`src/rtl/intersection_sched.sv`:
```
// intersection_sched -- phase scheduler for a two-direction (A/B) signalised
// intersection. Walks both heads through green, yellow and all-red on a 1 s
// tick, extends green while the own direction keeps demanding (up to T_GMAX),
// and optionally inserts a pedestrian walk phase at the B->A clearance point.
//
// Optional feature: INTERSECTION_PED_EN builds the PED state, the pend_p latch
// and the walk lamp. Without it ped_req is ignored, walk is tied low and
// encoding 6 is treated as undefined.
//
// Ports:
//   clk      single clock
//   rst      synchronous, active-low reset
//   tick     one-cycle 1 s enable strobe; state changes only on tick edges
//   req_a    A-direction vehicle sensor (level or pulse)
//   req_b    B-direction vehicle sensor (level or pulse)
//   ped_req  pedestrian button (level or pulse)
//   a_rgy    A head lamps {r,g,y}, registered
//   b_rgy    B head lamps {r,g,y}, registered
//   walk     walk lamp, registered
//   phase    current state encoding, for debug
//
// Request handshake: requests have no ready/ack. Each request input is sampled
// every cycle into a sticky pend_* latch; the latch drops on the cycle the
// scheduler enters that demand's serving state, and that clear beats a
// simultaneous set.
module intersection_sched #(
  parameter int T_GMIN = 10,
  parameter int T_GMAX = 25,
  parameter int T_YEL  = 5,
  parameter int T_ARED = 1,
  parameter int T_WALK = 8,
  parameter int CW     = 8
) (
  input  logic       clk,
  input  logic       rst,
  input  logic       tick,
  input  logic       req_a,
  input  logic       req_b,
  input  logic       ped_req,
  output logic [2:0] a_rgy,
  output logic [2:0] b_rgy,
  output logic       walk,
  output logic [2:0] phase
);

  typedef enum logic [2:0] {
    A_GRN   = 3'd0,
    A_YEL   = 3'd1,
    ARED_AB = 3'd2,
    B_GRN   = 3'd3,
    B_YEL   = 3'd4,
    ARED_BA = 3'd5,
    PED     = 3'd6
  } state_t;

  localparam logic [CW-1:0] GMIN_M1 = CW'(T_GMIN - 1);
  localparam logic [CW-1:0] GMAX_M1 = CW'(T_GMAX - 1);
  localparam logic [CW-1:0] YEL_M1  = CW'(T_YEL - 1);
  localparam logic [CW-1:0] ARED_M1 = CW'(T_ARED - 1);
  localparam logic [CW-1:0] WALK_M1 = CW'(T_WALK - 1);

  state_t        state;
  state_t        state_nx;
  logic [CW-1:0] cnt;
  logic          pend_a;
  logic          pend_b;
  logic          is_green;

`ifdef INTERSECTION_PED_EN
  logic          pend_p;
  logic          walk_r;
`else
  logic          unused_ped;
  assign unused_ped = ped_req;
`endif

  // {a_rgy, b_rgy} for a given state; any unknown encoding shows all-red.
  function automatic logic [5:0] lamps(state_t s);
    case (s)
      A_GRN:   lamps = {3'b010, 3'b100};
      A_YEL:   lamps = {3'b001, 3'b100};
      B_GRN:   lamps = {3'b100, 3'b010};
      B_YEL:   lamps = {3'b100, 3'b001};
      default: lamps = {3'b100, 3'b100};
    endcase
  endfunction

  assign is_green = (state == A_GRN) || (state == B_GRN);
  assign phase    = state;

  // Green yields only when the other side is waiting, the minimum has been
  // served, and either the own sensor has gone quiet or the maximum is hit.
  always_comb begin
    state_nx = state;
    case (state)
      A_GRN:   if (tick && pend_b && (cnt >= GMIN_M1) && (!req_a || (cnt >= GMAX_M1)))
                 state_nx = A_YEL;
      A_YEL:   if (tick && (cnt == YEL_M1))  state_nx = ARED_AB;
      ARED_AB: if (tick && (cnt == ARED_M1)) state_nx = B_GRN;
      B_GRN:   if (tick && pend_a && (cnt >= GMIN_M1) && (!req_b || (cnt >= GMAX_M1)))
                 state_nx = B_YEL;
      B_YEL:   if (tick && (cnt == YEL_M1))  state_nx = ARED_BA;
`ifdef INTERSECTION_PED_EN
      ARED_BA: if (tick && (cnt == ARED_M1)) state_nx = pend_p ? PED : A_GRN;
      PED:     if (tick && (cnt == WALK_M1)) state_nx = A_GRN;
`else
      ARED_BA: if (tick && (cnt == ARED_M1)) state_nx = A_GRN;
`endif
      default: state_nx = ARED_BA;
    endcase
  end

  always_ff @(posedge clk) begin
    if (!rst) begin
      state  <= ARED_BA;
      cnt    <= '0;
      pend_a <= 1'b0;
      pend_b <= 1'b0;
      a_rgy  <= 3'b100;
      b_rgy  <= 3'b100;
`ifdef INTERSECTION_PED_EN
      pend_p <= 1'b0;
      walk_r <= 1'b0;
`endif
    end else begin
      state <= state_nx;
      {a_rgy, b_rgy} <= lamps(state_nx);

      // Counter restarts on every state change; in green it parks at
      // T_GMAX-1 so an unopposed green can hold forever without wrapping.
      if (state_nx != state)
        cnt <= '0;
      else if (tick && !(is_green && (cnt >= GMAX_M1)))
        cnt <= cnt + CW'(1);

      pend_a <= ((state_nx == A_GRN) && (state != A_GRN)) ? 1'b0 : (pend_a | req_a);
      pend_b <= ((state_nx == B_GRN) && (state != B_GRN)) ? 1'b0 : (pend_b | req_b);
`ifdef INTERSECTION_PED_EN
      pend_p <= ((state_nx == PED) && (state != PED)) ? 1'b0 : (pend_p | ped_req);
      walk_r <= (state_nx == PED);
`endif
    end
  end

`ifdef INTERSECTION_PED_EN
  assign walk = walk_r;
`else
  assign walk = 1'b0;
`endif

endmodule

```
`config.mk`:
```
export PLATFORM = sky130hd
export DESIGN_NAME = intersection_sched
export DESIGN_NICKNAME = d
export VERILOG_FILES = /design/src/rtl/intersection_sched.sv
export SDC_FILE = /design/constraint.sdc
export NUM_CORES = 1
export LEC_CHECK = 0
export CAP_MARGIN = 10
export CELL_PAD_IN_SITES_DETAIL_PLACEMENT = 1
export CELL_PAD_IN_SITES_GLOBAL_PLACEMENT = 1
export CORE_MARGIN = 1.5
export CORE_UTILIZATION = 39
export CTS_BUF_LIST = sky130_fd_sc_hd__clkbuf_4 sky130_fd_sc_hd__clkbuf_8 sky130_fd_sc_hd__clkbuf_16
export CTS_CLUSTER_SIZE = 25
export DETAILED_ROUTE_END_ITERATION = 10
export PLACE_DENSITY_LB_ADDON = 0.3
export SYNTH_ARGS = -nofsm -noshare
export SYNTH_HDL_FRONTEND = slang
export SYNTH_SLANG_ARGS = --single-unit
```
`constraint.sdc`:
```
create_clock -name clk -period 2.9 [get_ports clk]
set_input_delay 0.58 -clock clk [delete_from_list [all_inputs] [get_ports clk]]
set_output_delay 0.58 -clock clk [all_outputs]
set_load 0.1 [all_outputs]
```
==> flow_metrics.env <==
export IMPL_postSynthCellCount=114
export IMPL_grt_pass1_vias=821
export IMPL_wire_per_inst_um=15.1
export IMPL_synth_area_leader_cell="dfxtp_1"
export IMPL_core_sq_um=2480
export IMPL_path_class="register to register"
export IMPL_die_area_sq_um=2920
export IMPL_dpl_instance_area_sq_um=1130
export IMPL_drt_iter0_markers=14
export IMPL_antenna_cells=0
export IMPL_min_path_type="register to register"
export IMPL_arrival_ps=2390
export IMPL_cts_tree="yes"
export IMPL_drive_gt1_frac=0.177
export IMPL_crit_chain="or4_4, nor3_4, mux2_4, nand3_4, a21oi_4, mux2_1"
export IMPL_yosys_area_share_simple=0.277
export IMPL_h_tree_depth=1
export IMPL_viasPerCell=5.40
export IMPL_die_h_um=54.0
export IMPL_rsz0062_at_grt="false"
export IMPL_drtPass1Iterations=2
export IMPL_synth_top_family_by_area="simple AND/OR/NAND/NOR gates"
export IMPL_period_share=0.755
export IMPL_clk_latency_ps=300
export IMPL_ys_types=39
export IMPL_leakage_nw=0.453
export IMPL_grt_pass1_wl_um=3820
export IMPL_peakVddDrop_v=0.000439
export IMPL_dr_total_vias=831
export IMPL_p_per_area_nw_per_um2=567
export IMPL_ctsResizeCount=0
export IMPL_outcome="finished clean"
export IMPL_syn_to_final_growth_pct=13.7
export IMPL_portBuffers=13
export IMPL_nets=134
export IMPL_finalWirelength_um=2320
export IMPL_synthArstFlopShare=0
export IMPL_worst_slack_ps=711
export IMPL_clockBufferDepth=2
export IMPL_synth_area_leaders="dfxtp_1 (37%), nor2_1 (5.9%), nand2_1 (4.4%)"
export IMPL_clk_pin_slew_worst_paths_ps=110
export IMPL_max_stage_delay_ps=590
export IMPL_synthAdderAreaFrac=0.0369
export IMPL_hold_buffers=0
export IMPL_syn_area_sq_um=1020
export IMPL_synthXorXnorAreaFrac=0.0776
export IMPL_worst_path_dominant_cell_family="simple AND/OR/NAND/NOR gates"
export IMPL_nFillCells=323
export IMPL_period_minus_slack_ps=2190
export IMPL_fin_hold_ws_ps=577
export IMPL_synth_compound_area_share=0.153
export IMPL_total_power_mw=0.655
export IMPL_synthMuxAreaShare=0.0259
export IMPL_ys_seq_area_frac=0.374
export IMPL_synth_ff_latch_count=19
export IMPL_crit_required_ps=3100
export IMPL_synth_edf_count=0
export IMPL_slowest_stage="or4_4"
export IMPL_stdcell_area_sq_um=1150
export IMPL_drc=0
export IMPL_die_w_um=54.0
export IMPL_post_cts_buffers=0
export IMPL_post_place_ws_ps=421
export IMPL_ios=16
export IMPL_track_usage=0.183
export IMPL_grt_max_degree=13
export IMPL_dominantRegCellSynth="dfxtp_1"
export IMPL_place_hpwl_um=1800
export IMPL_worstPathMaxFanout=6
export IMPL_numCtsBuffers=3
export IMPL_yosys_warnings=0
export IMPL_cp_start_kind="register"
export IMPL_synth_top_area_frac=0.374
export IMPL_place_congestion=0.704
export IMPL_setup_violations=0
export IMPL_finalHoldViolCount=0
export IMPL_clock_root_buffer="clkbuf_4"
export IMPL_clock_skew_final_ps=5.31
export IMPL_path_buf_inv=0
export IMPL_start_util=0.410
export IMPL_rows=18
export IMPL_fin_setup_tns_ps=0
export IMPL_cts_sinks=19
export IMPL_syn_num_nets=123
export IMPL_fmax_mhz=457
export IMPL_maxCapViolations=0
export IMPL_ant_nets=0
export IMPL_synth_commonest_cells="dfxtp_1 (19), nor2_1 (16), nand2_1 (12)"
export IMPL_end_kind="register"
export IMPL_antenna_found_initial=0
export IMPL_postSynthAreaPerCell_sq_um=8.91
export IMPL_grt_remaining_overflow=0
export IMPL_synth_most_common_cell="dfxtp_1"
export IMPL_maxSlewViolCount=0
==> sequential cells by signal (all words and copies together) (netlist names) <==
name    flops
pend_b      1
b_rgy       3
a_rgy       3
pend_a      1
cnt         8
phase       3
==> final cells by class <==
class                           instances  area, sq um  area share
Clock inverter                          1         5.00     0.00433
Multi-Input combinational cell         83          583       0.505
Inverter                                5         18.8      0.0163
Sequential cell                        19          380       0.329
Timing Repair Buffer                   13          108      0.0932
Clock buffer                            3         22.5      0.0195
Tap cell                               30         37.5      0.0325
==> final timing paths <==
| kind | endpoint | depth (start not counted) | start | slack [ps] |
|---|---|---|---|---|
| setup / recovery | b_rgy[2] | 6 | cnt[4] | 710 |
| hold / removal | pend_b | 2 | pend_b | 580 |
| setup reg to reg | b_rgy[2] | 6 | cnt[4] | 710 |
| hold reg to reg | pend_b | 2 | pend_b | 580 |
==> per-layer routing <==
layer / global-route usage / up-vias / wire (um)
li1: - / 416 / -
met4: 0.0250 / 0 / 13
met3: 0.0583 / 2 / 55
met5: 0 / - / 0
met2: 0.317 / 9 / 1140
met1: 0.226 / 404 / 1110
==> cell usage in the layout (no fill, tap or decap), drive strengths merged, types with 4 or more instances in the layout <==
cell           count
nand3              8
xor2               5
inv                5
buf                9
xnor2              4
nand2             12
clkdlybuf4s50      4
dfxtp             19
nor2              16
==> worst register-to-register path, delay by kind of cell (launching register included) <==
family | cells | cell delay [ps]
compound gates | 1 | 190
simple gates | 3 | 960
mux | 2 | 560
flops | 1 | 390
==> cells by family after synthesis <==
group | Yosys count
AO/OA/AOI/OAI | 16
adder cells (fa/ha/maj) | 3
multiplexers | 2
AND/OR/NAND/NOR | 52
flip-flops | 19
XOR/XNOR | 9
buffers and inverters | 12
other | 1
==> where the power goes <==
part           leakage (nW)  total, mW  switching (mW)  internal (mW)
logic                 0.280      0.217           0.157         0.0603
registers             0.155      0.301          0.0226          0.279
clock network        0.0177      0.136          0.0850         0.0514
total                 0.453      0.655           0.265          0.391
==> through the flow <==
stage           util  instances
2_1_floorplan      -        114
3_3_place_gp   0.455        150
5_1_grt        0.466        154
3_5_place_dp   0.455        150
4_1_cts        0.466        154
6_report       0.466        154
Power figures use the tool's default switching activity.
